### src/rtl/wb_queue_if.sv
// Write-back queue bus: producer pushes, register-file write port, bypass queries, status.
interface wb_queue_if #(
    parameter int DEPTH = 4
);
    localparam int CW = $clog2(DEPTH) + 1;

    logic          WB_alu_valid;
    logic [4:0]    WB_alu_addr;
    logic [31:0]   WB_alu_data;
    logic          WB_ld_valid;
    logic [4:0]    WB_ld_addr;
    logic [31:0]   WB_ld_data;
    logic          WB_ready;
    logic          REG_write_1;
    logic [4:0]    REG_address_wr;
    logic [31:0]   REG_data_wb_in1;
    logic [4:0]    WB_q_addr_1;
    logic [4:0]    WB_q_addr_2;
    logic          WB_q_hit_1;
    logic          WB_q_hit_2;
    logic [31:0]   WB_q_data_1;
    logic [31:0]   WB_q_data_2;
    logic [CW-1:0] WB_count;
    logic          WB_overflow;

    modport master (
        output WB_alu_valid, WB_alu_addr, WB_alu_data,
        output WB_ld_valid, WB_ld_addr, WB_ld_data,
        output WB_q_addr_1, WB_q_addr_2,
        input  WB_ready, REG_write_1, REG_address_wr, REG_data_wb_in1,
        input  WB_q_hit_1, WB_q_hit_2, WB_q_data_1, WB_q_data_2,
        input  WB_count, WB_overflow
    );

    modport slave (
        input  WB_alu_valid, WB_alu_addr, WB_alu_data,
        input  WB_ld_valid, WB_ld_addr, WB_ld_data,
        input  WB_q_addr_1, WB_q_addr_2,
        output WB_ready, REG_write_1, REG_address_wr, REG_data_wb_in1,
        output WB_q_hit_1, WB_q_hit_2, WB_q_data_1, WB_q_data_2,
        output WB_count, WB_overflow
    );
endinterface

### src/rtl/wb_queue.sv
// Write-back queue feeding the single register-file write port, with bypass lookup.
// Optional feature macro: WB_BYPASS_EN (bypass search compiled in when defined).
module wb_queue #(
    parameter int DEPTH = 4
) (
    input logic      clk,
    input logic      rst_n,
    wb_queue_if.slave wb
);
    localparam int PW = $clog2(DEPTH);
    localparam int CW = PW + 1;

    typedef struct packed {
        logic [4:0]  addr;
        logic [31:0] data;
    } entry_t;

    entry_t        mem_r [DEPTH];
    logic [PW-1:0] wr_ptr_r;
    logic [PW-1:0] rd_ptr_r;
    logic [CW-1:0] count_r;
    logic          reg_write_r;
    logic [4:0]    reg_addr_r;
    logic [31:0]   reg_data_r;
    logic          overflow_r;

    logic          alu_ok_s;
    logic          ld_ok_s;
    logic          alu_acc_s;
    logic          ld_acc_s;
    logic          drop_s;
    logic          pop_s;
    logic [CW-1:0] free_s;
    logic [CW-1:0] push_n_s;
    logic [CW-1:0] count_nxt_s;
    logic [PW-1:0] ld_ptr_s;

    // Push acceptance: space is judged before the same-cycle pop, ALU takes the first free slot.
    always_comb begin
        alu_ok_s    = wb.WB_alu_valid && (wb.WB_alu_addr != 5'd0);
        ld_ok_s     = wb.WB_ld_valid && (wb.WB_ld_addr != 5'd0);
        free_s      = CW'(DEPTH) - count_r;
        alu_acc_s   = alu_ok_s && (free_s >= CW'(1));
        ld_acc_s    = ld_ok_s && (free_s >= (alu_acc_s ? CW'(2) : CW'(1)));
        drop_s      = (alu_ok_s && !alu_acc_s) || (ld_ok_s && !ld_acc_s);
        pop_s       = (count_r != {CW{1'b0}});
        push_n_s    = {{(CW-1){1'b0}}, alu_acc_s} + {{(CW-1){1'b0}}, ld_acc_s};
        count_nxt_s = count_r + push_n_s - {{(CW-1){1'b0}}, pop_s};
        ld_ptr_s    = alu_acc_s ? (wr_ptr_r + PW'(1)) : wr_ptr_r;
    end

    // Queue storage, pointers, output stage and sticky overflow.
    always_ff @(posedge clk or negedge rst_n) begin
        if (!rst_n) begin
            for (int i = 0; i < DEPTH; i++) begin
                mem_r[i] <= '0;
            end
            wr_ptr_r    <= {PW{1'b0}};
            rd_ptr_r    <= {PW{1'b0}};
            count_r     <= {CW{1'b0}};
            reg_write_r <= 1'b0;
            reg_addr_r  <= 5'd0;
            reg_data_r  <= 32'd0;
            overflow_r  <= 1'b0;
        end else begin
            if (alu_acc_s) begin
                mem_r[wr_ptr_r] <= {wb.WB_alu_addr, wb.WB_alu_data};
            end
            if (ld_acc_s) begin
                mem_r[ld_ptr_s] <= {wb.WB_ld_addr, wb.WB_ld_data};
            end
            if (pop_s) begin
                reg_write_r <= 1'b1;
                reg_addr_r  <= mem_r[rd_ptr_r].addr;
                reg_data_r  <= mem_r[rd_ptr_r].data;
                rd_ptr_r    <= rd_ptr_r + PW'(1);
            end else begin
                reg_write_r <= 1'b0;
            end
            wr_ptr_r <= wr_ptr_r + PW'(push_n_s);
            count_r  <= count_nxt_s;
            if (drop_s) begin
                overflow_r <= 1'b1;
            end
        end
    end

    assign wb.WB_ready        = (free_s >= CW'(2));
    assign wb.REG_write_1     = reg_write_r;
    assign wb.REG_address_wr  = reg_addr_r;
    assign wb.REG_data_wb_in1 = reg_data_r;
    assign wb.WB_count        = count_r;
    assign wb.WB_overflow     = overflow_r;

`ifdef WB_BYPASS_EN
    // Oldest-to-youngest scan so later matches override: youngest pending write wins.
    function automatic logic [32:0] bypass_search(
        input logic [4:0]    q,
        input entry_t        m [DEPTH],
        input logic [PW-1:0] rd,
        input logic [CW-1:0] cnt,
        input logic          out_vld,
        input logic [4:0]    out_addr,
        input logic [31:0]   out_data
    );
        logic [32:0]   res;
        logic [PW-1:0] idx;
        res = 33'd0;
        if (q != 5'd0) begin
            if (out_vld && (out_addr == q)) begin
                res = {1'b1, out_data};
            end else begin
                res = 33'd0;
            end
            for (int k = 0; k < DEPTH; k++) begin
                idx = rd + PW'(k);
                if ((CW'(k) < cnt) && (m[idx].addr == q)) begin
                    res = {1'b1, m[idx].data};
                end
            end
        end else begin
            res = 33'd0;
        end
        return res;
    endfunction

    logic [32:0] look_1_s;
    logic [32:0] look_2_s;

    assign look_1_s = bypass_search(wb.WB_q_addr_1, mem_r, rd_ptr_r, count_r,
                                    reg_write_r, reg_addr_r, reg_data_r);
    assign look_2_s = bypass_search(wb.WB_q_addr_2, mem_r, rd_ptr_r, count_r,
                                    reg_write_r, reg_addr_r, reg_data_r);

    assign wb.WB_q_hit_1  = look_1_s[32];
    assign wb.WB_q_data_1 = look_1_s[31:0];
    assign wb.WB_q_hit_2  = look_2_s[32];
    assign wb.WB_q_data_2 = look_2_s[31:0];
`else
    // Without bypass, decode stalls on WB_count/REG_write_1 instead; query addresses go unused.
    logic unused_q_s;
    assign unused_q_s     = ^{wb.WB_q_addr_1, wb.WB_q_addr_2};
    assign wb.WB_q_hit_1  = 1'b0;
    assign wb.WB_q_data_1 = 32'd0;
    assign wb.WB_q_hit_2  = 1'b0;
    assign wb.WB_q_data_2 = 32'd0;
`endif

endmodule

### src/flat_wrapper.sv
// flat-port wrapper written by rule: the top's interface ports become plain ports
module wb_queue_flat 
#(
    parameter int DEPTH = 4
)
  (clk, rst_n, wb_WB_alu_valid, wb_WB_alu_addr, wb_WB_alu_data, wb_WB_ld_valid, wb_WB_ld_addr, wb_WB_ld_data, wb_WB_q_addr_1, wb_WB_q_addr_2, wb_WB_ready, wb_REG_write_1, wb_REG_address_wr, wb_REG_data_wb_in1, wb_WB_q_hit_1, wb_WB_q_hit_2, wb_WB_q_data_1, wb_WB_q_data_2, wb_WB_count, wb_WB_overflow);
  wb_queue_if #(.DEPTH(DEPTH)) wb_i ();
  input logic clk;
  input logic rst_n;
  input wire logic [$bits(wb_i.WB_alu_valid)-1:0] wb_WB_alu_valid;
  input wire logic [$bits(wb_i.WB_alu_addr)-1:0] wb_WB_alu_addr;
  input wire logic [$bits(wb_i.WB_alu_data)-1:0] wb_WB_alu_data;
  input wire logic [$bits(wb_i.WB_ld_valid)-1:0] wb_WB_ld_valid;
  input wire logic [$bits(wb_i.WB_ld_addr)-1:0] wb_WB_ld_addr;
  input wire logic [$bits(wb_i.WB_ld_data)-1:0] wb_WB_ld_data;
  input wire logic [$bits(wb_i.WB_q_addr_1)-1:0] wb_WB_q_addr_1;
  input wire logic [$bits(wb_i.WB_q_addr_2)-1:0] wb_WB_q_addr_2;
  output wire logic [$bits(wb_i.WB_ready)-1:0] wb_WB_ready;
  output wire logic [$bits(wb_i.REG_write_1)-1:0] wb_REG_write_1;
  output wire logic [$bits(wb_i.REG_address_wr)-1:0] wb_REG_address_wr;
  output wire logic [$bits(wb_i.REG_data_wb_in1)-1:0] wb_REG_data_wb_in1;
  output wire logic [$bits(wb_i.WB_q_hit_1)-1:0] wb_WB_q_hit_1;
  output wire logic [$bits(wb_i.WB_q_hit_2)-1:0] wb_WB_q_hit_2;
  output wire logic [$bits(wb_i.WB_q_data_1)-1:0] wb_WB_q_data_1;
  output wire logic [$bits(wb_i.WB_q_data_2)-1:0] wb_WB_q_data_2;
  output wire logic [$bits(wb_i.WB_count)-1:0] wb_WB_count;
  output wire logic [$bits(wb_i.WB_overflow)-1:0] wb_WB_overflow;
  assign wb_i.WB_alu_valid = wb_WB_alu_valid;
  assign wb_i.WB_alu_addr = wb_WB_alu_addr;
  assign wb_i.WB_alu_data = wb_WB_alu_data;
  assign wb_i.WB_ld_valid = wb_WB_ld_valid;
  assign wb_i.WB_ld_addr = wb_WB_ld_addr;
  assign wb_i.WB_ld_data = wb_WB_ld_data;
  assign wb_i.WB_q_addr_1 = wb_WB_q_addr_1;
  assign wb_i.WB_q_addr_2 = wb_WB_q_addr_2;
  assign wb_WB_ready = wb_i.WB_ready;
  assign wb_REG_write_1 = wb_i.REG_write_1;
  assign wb_REG_address_wr = wb_i.REG_address_wr;
  assign wb_REG_data_wb_in1 = wb_i.REG_data_wb_in1;
  assign wb_WB_q_hit_1 = wb_i.WB_q_hit_1;
  assign wb_WB_q_hit_2 = wb_i.WB_q_hit_2;
  assign wb_WB_q_data_1 = wb_i.WB_q_data_1;
  assign wb_WB_q_data_2 = wb_i.WB_q_data_2;
  assign wb_WB_count = wb_i.WB_count;
  assign wb_WB_overflow = wb_i.WB_overflow;
  wb_queue #(.DEPTH(DEPTH)) u_core (.clk(clk), .rst_n(rst_n), .wb(wb_i));
endmodule
### config.mk
export PLATFORM = sky130hd
export DESIGN_NAME = wb_queue_flat
export DESIGN_NICKNAME = d
export VERILOG_FILES = /design/src/rtl/wb_queue_if.sv /design/src/rtl/wb_queue.sv /design/src/flat_wrapper.sv
export SDC_FILE = /design/constraint.sdc
export NUM_CORES = 1
export LEC_CHECK = 0
export CORE_MARGIN = 2
export CORE_UTILIZATION = 65
export DETAILED_ROUTE_END_ITERATION = 10
export DONT_BUFFER_PORTS = 1
export HOLD_SLACK_MARGIN = 0.12
export PLACE_DENSITY = 0.82
export SLEW_MARGIN = 20
export SYNTH_ARGS = -nofsm -noshare
export SYNTH_HDL_FRONTEND = slang
export SYNTH_SLANG_ARGS = --single-unit
### constraint.sdc
create_clock -name clk -period 9.3 [get_ports clk]
set_input_delay 1.86 -clock clk [delete_from_list [all_inputs] [get_ports clk]]
set_output_delay 1.86 -clock clk [all_outputs]
set_load 0.05 [all_outputs]
==> results.md <==
* Count of synthesis-stage warnings from yosys at 0
* Slew at the pin with the worst max-slew slack at 0.999 ns
* Largest driver fanout on the critical path at 28
* Total of flip-flops plus latches after synthesis at 194
* Total power per unit cell area at 426 nW/um^2
* Global-route track usage on met2 at 48.9%
* Critical path depth in cells at 10
* Standard cell with the maximum stage delay on the critical path: buf_4
* Net count, final at 899
* Number of distinct library cells after synthesis at 36
* Worst flop-to-flop path startpoint: u_core.wb.WB_count[0]$_DFF_PN0_
* Number of violations reported at the end of detailed-routing iteration 0 at 268
* Sequential share of the synthesized area at 43.8%
* Final setup fails at 0
* Row count at 47
* Crit path to: u_core.mem_r[147]$_DFF_PN0_
* Deepest clock path buffer count at 2
* Fraction of synthesized cell area taken by the top area cell type at 43.8%
* Final total negative setup slack at 0 ns
* Area inside the core boundary at 16,600 um^2
* Clock-pin slew reported for the worst setup and hold paths after clock tree synthesis at 0.06 ns
* Post-DP HPWL at 14,500 um
* Number of routed nets with antenna violations at 0
* Die Height at 135 um
* Number of CTS-inserted buffers at 17
* Kind of cell with the highest combined delay on the critical path: simple AND/OR/NAND/NOR gates
* Pins over their slew limit at 0
* Launching element of the worst setup path: wb_WB_alu_addr[1]
* Post-Place Worst Slack at 4.05 ns
* Sort of element at the start of the critical path: primary input
* Post-synth design cell area at 11,100 um^2
* Hold Buf Count CTS at 0
* Max VDD drop at 0.000262 V
* CTS tree: yes
* Setup bufs post-CTS at 0
* Required time reported for the critical path endpoint at 9.62 ns
* Mean post-synth cell area at 13.6 um^2
* Worst path cell trace: or4_4 -> o211a_4 -> inv_2 -> ha_1 -> nand2b_1 -> a21oi_1 -> nor2_1 -> o21a_2 -> buf_4 -> mux2_2
* Maximum number of pins on one net before global-route repair at 195
* Max-cap violations at 0
* Dominant cell type by area after synthesis: dfrtp_1
* Worst setup path class: in -> reg
* Starting utilization of the core area at 66.6%
* Outcome: complete, no violations
* R2R depth at 13
* R2R Setup Slk at 4.57 ns
* Fill cell instance count of the final layout at 1,146
* Wire length of the first global-routing pass at 37,400 um
* Leakage power figure at 5.16 nW
* Class of the tightest hold or removal check: reg -> reg
* Post-synth EDFFs at 0
* Number of antenna cells inserted at 0
* Hold violation total from the final report at 0
* Die width at 135 um
* P&R area growth vs syn at 2.88%
* Most common flop cell mapped by yosys: dfrtp_1
* Most frequent cells in the layout: mux2_2 (201), dfrtp_1 (192), nand2_1 (112), conb_1 (66), mux2_4 (65)
* Number of buffers inserted by port buffering at 0
* Final wirelength at 23,500 um
* Antenna violations before repair at 0
* CP endpoint kind: flop
* Synth Instances at 813
* Total DRC errors in the routed layout at 0
* Global routing met3 resource utilization at 6.76%
* Worst rel slew slack at 33.4%
* Clock network latency to the later pin of the worst-skew pair at 0.44 ns
* Worst endpoint data arrival time at 5.15 ns
* Unrepaired setup endpoints after global routing: false
* Met1 track demand over resource in global routing at 32.1%
* Area contributors post-synth: dfrtp_1 (44%), mux2_2 (20%), mux2_4 (8.8%)
* Commonest non-fill, non-tap cell in the layout: mux2_2
* Peak Freq at 0.207 GHz
* Routability congestion estimate at 0.774
* Post-route worst setup slack at 4.47 ns
* Most Used Layer, Global Route: met2
* Fraction of final layout cells with drive strength greater than 1 at 44.8%
* Number of sinks handled by clock tree synthesis at 194
* Share of synthesized flip-flops with an asynchronous set or reset at 100%
* Number of buffer and inverter instances along the worst setup path at 2
* Endpoint of the worst register-to-register path: u_core.mem_r[147]$_DFF_PN0_
* Ports at 197
* Vias in the first global route at 7,021
* H-Tree Level Count at 4
* Number of vias per cell after detailed routing at 6.07
* All-layer global routing usage at 27.4%
* Clock tree root driver cell: clkbuf_16
* Final global-route overflow total at 0
* Portion of the clock cycle consumed by the worst path in the final layout at 51.9%
* Via Count at 6,236
* Post-layout min period at 4.83 ns
* Die Area at 18,100 um^2
* Detail-routed net length per standard cell at 22.9 um
* Slowest Stage Delay on Critical Path at 0.58 ns
* Clock skew after layout at 0.00935 ns
* Number of detailed-routing iterations run before antenna repair at 6
* Number of cells upsized or downsized after cts at 0
-- power by group --
group | internal (W) | leakage [nW] | total (W) | switching [W]
Combinational | 0.00130 | 2.60 | 0.00226 | 0.000954
Clock | 0.000384 | 0.273 | 0.000707 | 0.000323
Sequential | 0.00130 | 2.28 | 0.00190 | 0.000597
Total | 0.00299 | 5.16 | 0.00486 | 0.00187
-- synthesized netlist by cell type (all sizes together) (4+ instances only) --
cell type	number
ha	15
mux2	296
inv	14
nand2	116
dfrtp	194
nor3	6
clkbuf	14
o21ai	4
xnor2	6
mux4	37
buf	95
-- sequential cells by signal, indices dropped and copies added, names as in the netlist --
register                   count
u_core.wr_ptr_r                2
u_core.wb.REG_data_wb_in1     32
u_core.wb.WB_count             3
u_core.mem_r                 148
u_core.wb.WB_overflow          1
u_core.wb.REG_write_1          1
u_core.rd_ptr_r                2
u_core.wb.REG_address_wr       5
-- cell families (layout without fill, tap and decap cells) --
logic type               count (synthesis)  in the layout  share of synthesized area, %
XOR/XNOR                                 6              6                         0.474
buffers and inverters                  123             53                          8.04
other                                    1             66                        0.0338
adder cells (fa/ha/maj)                 16             16                          1.87
flip-flops                             194            194                          43.8
multiplexers                           333            333                          39.8
AO/OA/AOI/OAI                            9              9                         0.801
AND/OR/NAND/NOR                        131            131                          5.22
-- routing by layer --
metal / share of wire, % / up-vias / wire, um
met1: 39 / 3260 / 9140
met3: 5.8 / 50 / 1370
met5: 0 / - / 0
met4: 2.4 / 0 / 563
met2: 53 / 216 / 12500
li1: - / 2710 / -
-- cell type report --
| cell class | instances | area, um^2 | area share [%] |
|---|---|---|---|
| multi-input cells | 561 | 5610 | 49.1 |
| repair buffers | 7 | 52.6 | 0.461 |
| well taps | 220 | 275 | 2.41 |
| inverters | 14 | 52.6 | 0.461 |
| flip-flops and latches | 194 | 4860 | 42.6 |
| clock buffers | 20 | 457 | 4.00 |
| clock inverters | 12 | 108 | 0.943 |
-- worst reg2reg max path, cell delays in order (launching register included) --
cell and delay [ns]:
dfrtp_1 0.68, inv_1 0.20, ha_1 0.26, ha_2 0.34, or4b_1 0.48, o211a_4 0.26
inv_2 0.11, ha_1 0.12, nand2b_1 0.09, a21oi_1 0.08, nor2_1 0.49, o21a_2 0.50
buf_4 0.59, mux2_2 0.44
-- stage by stage --
step	instances	instance area (um^2)	total power, W	hold slack [ns]	utilization, %
finish	1028	11400	0.00486	0.609	68.6
global route	1028	11400	0.00514	0.637	68.6
CTS	1028	11400	0.00488	0.613	68.5
detailed placement	996	10800	0.00418	0.598	65.1
global placement	996	10800	0.00401	0.581	65.1
floorplan	878	11300	0.00380	0.575	-
-- worst min-delay path by stage --
stage	startpoint	to	cells after the start
final	u_core.mem_r[108]$_DFF_PN0_	u_core.mem_r[108]$_DFF_PN0_	2
after global routing	u_core.mem_r[108]$_DFF_PN0_	u_core.mem_r[108]$_DFF_PN0_	2
after CTS	u_core.mem_r[108]$_DFF_PN0_	u_core.mem_r[108]$_DFF_PN0_	2
after detailed placement	u_core.mem_r[108]$_DFF_PN0_	u_core.mem_r[108]$_DFF_PN0_	2
after global placement	u_core.mem_r[96]$_DFF_PN0_	u_core.mem_r[96]$_DFF_PN0_	2
after floorplan	u_core.mem_r[100]$_DFF_PN0_	u_core.mem_r[100]$_DFF_PN0_	2
Power figures use the tool's default switching activity.
